$ cat src/rtl/mem_access_sequencer.sv
// mem_access_sequencer: round-robin multi-channel byte-serial memory
// sequencer with wait states, bus stall and optional page-wrap addressing.
module mem_access_sequencer #(
  parameter int AW     = 16,
  parameter int DW     = 8,
  parameter int NCH    = 3,
  parameter int MAXLEN = 4,
  parameter int WAIT   = 0,
  localparam int LW    = (MAXLEN > 1) ? $clog2(MAXLEN) : 1,
  localparam int CW    = (NCH > 1) ? $clog2(NCH) : 1
) (
  input  logic                    clk,
  input  logic                    rst_x,
  input  logic                    i_rdy,
  input  logic [DW-1:0]           i_db,
  output logic [DW-1:0]           o_db,
  output logic [AW-1:0]           o_ab,
  output logic                    o_rw,
  input  logic [NCH-1:0]          req,
  input  logic [NCH-1:0]          req_we,
  input  logic [NCH-1:0]          req_wrap,
  input  logic [NCH*AW-1:0]       req_addr,
  input  logic [NCH*LW-1:0]       req_len,
  input  logic [NCH*MAXLEN*DW-1:0] req_wdata,
  output logic [NCH-1:0]          gnt,
  output logic [NCH-1:0]          done,
  output logic [MAXLEN*DW-1:0]    rdata,
  output logic                    busy
);

  localparam logic [1:0] IDLE   = 2'd0;
  localparam logic [1:0] ACCESS = 2'd1;
  localparam logic [1:0] DONE   = 2'd2;
  localparam logic [2:0] WRLD   = 3'(WAIT);

  logic [1:0]           state;
  logic [CW-1:0]        rr;
  logic [CW-1:0]        ch;
  logic [CW-1:0]        sel;
  logic                 hit;
  logic [LW-1:0]        len;
  logic [LW-1:0]        idx;
  logic                 we;
  logic                 wrap;
  logic [MAXLEN*DW-1:0] wdata;
  logic [AW-1:0]        ab;
  logic [AW-1:0]        ab_inc;
  logic [2:0]           wcnt;

  // first requester at or above rr, searching upward modulo NCH
  always_comb begin
    sel = '0;
    hit = 1'b0;
    for (int i = NCH - 1; i >= 0; i--) begin
      int c;
      c = int'(rr) + i;
      if (c >= NCH) c = c - NCH;
      if (req[c]) begin
        sel = CW'(c);
        hit = 1'b1;
      end
    end
  end

  // page-wrap mode only advances the low byte
  always_comb begin
    ab_inc = ab + AW'(1);
    if (wrap) ab_inc = {ab[AW-1:8], ab[7:0] + 8'd1};
  end

  always_ff @(posedge clk or negedge rst_x) begin
    if (!rst_x) begin
      state <= IDLE;
      rr    <= '0;
      ch    <= '0;
      len   <= '0;
      idx   <= '0;
      we    <= 1'b0;
      wrap  <= 1'b0;
      wdata <= '0;
      ab    <= '0;
      wcnt  <= '0;
      gnt   <= '0;
      rdata <= '0;
    end else begin
      gnt <= '0;
      case (state)
        IDLE: begin
          if (hit) begin
            ch    <= sel;
            rr    <= (sel == CW'(NCH - 1)) ? '0 : sel + CW'(1);
            ab    <= req_addr[sel*AW +: AW];
            len   <= req_len[sel*LW +: LW];
            we    <= req_we[sel];
            wrap  <= req_wrap[sel];
            wdata <= req_wdata[sel*MAXLEN*DW +: MAXLEN*DW];
            idx   <= '0;
            wcnt  <= WRLD;
            rdata <= '0;
            gnt   <= NCH'(1) << sel;
            state <= ACCESS;
          end
        end
        ACCESS: begin
          if (wcnt != 3'd0) begin
            wcnt <= wcnt - 3'd1;
          end else if (i_rdy) begin
            if (!we) rdata[idx*DW +: DW] <= i_db;
            if (idx == len) begin
              state <= DONE;
            end else begin
              idx  <= idx + LW'(1);
              wcnt <= WRLD;
              ab   <= ab_inc;
            end
          end
        end
        DONE:    state <= IDLE;
        default: state <= IDLE;
      endcase
    end
  end

  assign o_ab = ab;
  assign busy = (state != IDLE);
  assign o_rw = (state == ACCESS) ? !we : 1'b1;
  assign o_db = (state == ACCESS && we) ? wdata[idx*DW +: DW] : '0;
  assign done = (state == DONE) ? (NCH'(1) << ch) : '0;

endmodule

$ cat config.mk
export PLATFORM = sky130hd
export DESIGN_NAME = mem_access_sequencer
export DESIGN_NICKNAME = d
export VERILOG_FILES = /design/src/rtl/mem_access_sequencer.sv
export SDC_FILE = /design/constraint.sdc
export NUM_CORES = 1
export LEC_CHECK = 0
export ABC_CLOCK_PERIOD_IN_PS = 3300
export BUFFER_PORTS_ARGS = -buffer_cell sky130_fd_sc_hd__clkbuf_2
export CORE_MARGIN = 2
export CORE_UTILIZATION = 33
export CTS_BUF_LIST = sky130_fd_sc_hd__clkbuf_8
export CTS_CLUSTER_SIZE = 30
export DETAILED_ROUTE_END_ITERATION = 7
export MAX_ROUTING_LAYER = met4
export REMOVE_ABC_BUFFERS = 1
export SETUP_SLACK_MARGIN = 0.02
export SLEW_MARGIN = 10
export SYNTH_ARGS = -nofsm -noshare
export SYNTH_HDL_FRONTEND = slang
export SYNTH_SLANG_ARGS = --single-unit
$ cat constraint.sdc
create_clock -name clk -period 3.3 [get_ports clk]
set_input_delay 0.495 -clock clk [delete_from_list [all_inputs] [get_ports clk]]
set_output_delay 0.495 -clock clk [all_outputs]
set_load 0.01 [all_outputs]
* Word-level counts from Yosys, hierarchy flattened *
Index checks and enable logic that the tools add are counted.

storage, ports and cells
  output and inout port bits = 64
  flip-flop bits (word level) = 98
  input bits = 170

cells by class
  reductions and logical operators = 12
  magnitude comparators = 7
  shifts and indexed selects = 8
  equal/unequal tests = 13
  mux-type cells = 55
  $add $sub $neg = 11

operators with widths
  operator                 count
  $mux 32                  7
  $lt 32x4->1 const B      3
  $shiftx 96x8->32         1
  $mux 16                  5
  $pmux 32 s2              1
  $shiftx 48x7->16         1
  $neg 5->34               1
  $shift 8x34->32 const A  1
  $shiftx 8x34->32         1
  $bwmux 32                1
  $pmux 16 s2              1
  $shiftx 32x6->8          1
  $mux 2                   12
  $mux 3                   7
  $add 16x1->16 const B    1
  $ne 2x2->1 const B       7
  $mux 1                   12
  $bmux 1 s2               5
  $reduce_and 5->1         2
  $add 8x1->8 const B      1
  $mux 8                   1
  $pmux 2 s2               2
  $reduce_and 4->1         2
  $sub 3x2->4 const B      2
  22 further kinds         28

* Depth between registers and ports, before layout *
  depth in word-level cells = 12
  mapped depth = 12

* Least setup slack after synthesis *
OpenSTA, ideal clock, no wires.

  kind = reg2reg
  from = register rr[0]
  to = register wdata[22]
  cell stages (with the launch flop) = 11
  path slack = 800 ps
  arrival time = 2,374 ps
  setup time = 126 ps
  cells stage by stage = dfrtp_1 > inv_1 > ha_1 > buf_2 > mux2i_1 > o21ai_2 > or4_4 > nand3_2 > nor2_2 > buf_6 > a221o_1

on the way
  cells in the longest elaborated chain, start to end = 10

ends and longest elaborated chain
  item                                                  RTL line  text
  start: declaration                                    37        logic [CW-1:0] rr;
  start signal: assignment                              91        rr <= (sel == CW'(NCH - 1)) ? '0 : sel + CW'(1);
  $add 2x2->3                                           56        c = int'(rr) + i;
  $sub 3x2->4 or $ge 3x2->1 (tied branches)             57        if (c >= NCH) c = c - NCH;
  $mux 32                                               57
  $bmux 1 s2                                            58        if (req[c]) begin
  $mux 1 (not written as such) (2 in series)            58
  $mux 2 or $mux 1 (tied branches) (3 in series)        58
  $shiftx 96x8->32 or $reduce_and 2->1 (tied branches)  -
  end signal: assignment                                96        wdata <= req_wdata[sel*MAXLEN*DW +: MAXLEN*DW];
  end: declaration                                      45        logic [MAXLEN*DW-1:0] wdata;

Several ways; a longest one is shown, not always the timed one. The select of a mux whose other input is x is not followed.
A chain may end at the register's enable or synchronous reset.

* Worst setup path after layout *
  from = register rr[1]
  to = register ab[0] (netlist: o_ab[0])

on the way
  cells in the longest elaborated chain, start to end = 12

ends and longest elaborated chain
  item                                        RTL line  text
  $add 2x2->3                                 56
  $sub 3x2->4 or $ge 3x2->1 (tied branches)   57
  $mux 32                                     57
  $bmux 1 s2                                  58
  $mux 1 (not written as such) (2 in series)  58
  $mux 2 (3 in series)                        58
  $shiftx 48x7->16                            92        ab <= req_addr[sel*AW +: AW];
  $mux 16                                     89        if (hit) begin
  $pmux 16 s2                                 87        case (state)
  end signal: assignment                      92
  end signal: assignment                      114       ab <= ab_inc;
  end: declaration                            46        logic [AW-1:0] ab;

Several ways; a longest one is shown, not always the timed one. The select of a mux whose other input is x is not followed.

==> impl_metrics.yaml <==
clock_network:
  clkTransAtPathRegs_ns: 0.10
  clock_path_buffers: 2
  cts_max_level: 3
  tritoncts: "done"
  clkSinkCount: 98
  cts_buffers: 9
  cts-root-buf: "clkbuf_8"
  clock_latency_ns: 0.39
worst_setup_path:
  critPathRequiredTime_ns: 3.58
  path_class: "register to register"
  worstPathArrival_ns: 3.25
  end_kind: "register"
  timing.critical_path.from_type: "register"
  path_max_fanout: 56
synthesis:
  ys_seq_elements: 98
  ys_types: 62
  syn_inst: 679
  avgSynthCellArea_um2: 8.67
  synth_seq_area_share_pct: 41.7
  syn_area_um2: 5880
  synth_top_area_cell: "dfrtp_1"
  synth_top_area_share_pct: 41.7
  netlist_top_cells_area: "dfrtp_1, nand2_1, a221o_1, o21ai_0, a21oi_1"
  ys_async_sr_fraction_pct: 100
  synth_ff_type: "dfrtp_1"
  synth_edf_count: 0
  yosysWarningCount: 0
pwr:
  power_frac_seq_pct: 27.8
  combPwrFrac_pct: 59.8
  peakVddDrop_v: 0.000331
  power.switching_uw: 3390
  clockPowerShare_pct: 12.4
  swShare_pct: 47.2
  intPower_uw: 3790
  p_leak_uw: 0.00366
  p_per_area_nw_per_um2: 952
placement:
  dp_slack_ns: 0.149
  hpwl_um: 15200
  place.gp.congestion: 0.904
  placed_area_um2: 7310
  portBuffers: 233
global_route:
  grt_pass1_wl_um: 31400
  antenna_found_initial: 1
  grt_pass1_vias: 5761
  grt_start_max_net_pins: 64
  grt_usage_pct: 22.4
  gr-total-overflow: 0
timing:
  tightest_slew_ns: 0.681
  timing.fmax_ghz: 0.337
  slew_headroom_pct: 54.5
  final-hold-violation-count: 0
  final.setup.tns_ns: 0
  min_period_ns: 2.97
  finalWorstSetupSlack_ns: 0.330
  rsz0062_at_grt: "no"
  fin_crit_sh_pct: 90.0
  finalMaxSlewViolations: 0
  skew_ns: 0.0161
  setup_violations: 0
floorplan:
  ioPinCount: 234
  core-area_um2: 17400
  die_w_um: 138
  num_rows: 48
  start_util_pct: 33.9
  die_y_um: 138
  design.die.area_um2: 18900
final_layout:
  area_growth_pct: 28.2
  design_area_um2: 7550
  drive_gt1_share_pct: 33.0
  utilization_pct: 43.5
  final_nets: 1069
status:
  status: "finished clean"
job:
  cap_violations: 0
detailed_routing:
  wl_um: 20300
  routedWlPerCell_um: 18.1
  remaining_drc_errors: 0
  drtPass1Iterations: 5
  drtIter0Drc: 365
  ant_nets: 0
  via_per_inst: 5.43
  vias: 6084
worst_hold_path:
  hold_class: "primary input to asynchronous set/reset pin"
layout by cell type, fill, tap and decap left out, types with 4 or more instances in the layout:
master    synthesis  routed
clkbuf_2          0     232
nand2_1         153     153
dfrtp_1          98      98
o21ai_0          54      54
a21oi_1          46      45
nand3_1          44      44
nor2_1           36      36
a221o_1          32      32
buf_4             5      16
inv_1            11      11
and3_1           11      11
a21o_1           12      11
nor3_1            9       9
ha_1              9       9
clkbuf_8          0       9
mux4_2            8       8
a311oi_1          8       8
mux2i_1           6       6
and2_1            5       5
a31oi_1           5       5
o221ai_1          5       5
a311o_1           5       5
o311ai_0          5       5
a211o_1           5       5
buf_12            0       5
o21a_1            4       4
power by group through the flow:
stage	clock [uW]	sequential, uW	combinational (uW)
final	894	2000	4290
after global routing	968	2050	4750
after detailed placement	0	2010	4290
after global placement	0	2010	4250
after CTS	921	1990	4300
after floorplan	0	1970	2740
cell type report:
cell class                      count  area [um2]
Antenna cell                        1        2.50
Clock buffer                        9         124
Clock inverter                      7         100
Fill cell                        1788        9810
Inverter                           11        41.3
Multi-Input combinational cell    517        3160
Sequential cell                    98        2450
Tap cell                          225         282
Timing Repair Buffer              253        1380
cells in the mapped netlist, types with 6 or more instances:
cell      count
buf_1         6
clkbuf_1     24
a21oi_1      46
and3_1       11
a311oi_1      8
nand2_1     153
ha_1          9
buf_2        16
nand3_1      44
mux2i_1       6
mux4_2        8
o21ai_0      54
inv_1        11
a21o_1       12
a221o_1      32
nor2_1       36
dfrtp_1      98
nor3_1        9
stage by stage:
step	hold WS, ns	total power (uW)	std cells
3_3_place_gp	0.458	6260	1104
2_1_floorplan	0.199	4710	626
4_1_cts	0.0991	7210	1120
6_report	0.0995	7190	1121
3_5_place_dp	0.466	6300	1104
5_1_grt	0.122	7780	1121
timing repair:
action                                  CTS  global route
endpoints found under the setup margin    0            25
endpoints found under the hold margin     0             0
resized for setup                         0             1
hold buffers                              0             0
setup buffers                             0             0
worst max-delay path, cell delays in order (launching register included):
cell and delay (ns):
dfrtp_1 0.42, inv_1 0.09, ha_1 0.41, mux2i_1 0.33, o21ai_1 0.12, buf_4 0.18, o41ai_4 0.40, buf_12 0.29
buf_12 0.22, a311oi_1 0.07, a211o_1 0.30
sequential cells by signal, summed over array words and instances, names as in the netlist:
| name | cells |
|---|---|
| state | 2 |
| rdata | 32 |
| wdata | 32 |
| len | 2 |
| idx | 2 |
| ch | 2 |
| wcnt | 3 |
| o_ab | 16 |
| we | 1 |
| gnt | 3 |
| wrap | 1 |
| rr | 2 |
cells by family after synthesis:
family | Yosys count | synth area share [%]
AND/OR/NAND/NOR | 286 | 21.9
AO/OA/AOI/OAI | 203 | 24.6
flip-flops | 98 | 41.7
buffers and inverters | 64 | 5.00
multiplexers | 17 | 4.66
adder cells (fa/ha/maj) | 9 | 1.91
XOR/XNOR | 2 | 0.298
final timing paths:
path / startpoint / to / slack [ns] / depth (start not counted)
setup / recovery: rr[1] / o_ab[0] / 0.33 / 10
hold / removal: rst_x / wdata[27] / 0.1 / 1
max in group asynchronous: rst_x / o_ab[14] / 2.45 / 2
hold reg to reg: rdata[3] / rdata[3] / 0.49 / 2
setup reg to reg: rr[1] / o_ab[0] / 0.33 / 10
min in group clk: req_wdata[51] / wdata[19] / 0.33 / 2
layer usage:
metal / share of wire [%] / wire length, um / up-vias / track usage, %
li1: - / - / 2905 / -
met1: 45 / 9090 / 2927 / 29.6
met2: 47 / 9550 / 226 / 35.7
met3: 6.0 / 1220 / 26 / 3.46
met4: 2.1 / 425 / 0 / 6.59
met5: 0 / 0 / - / -
Note: power is estimated with default switching activity, not from simulation.
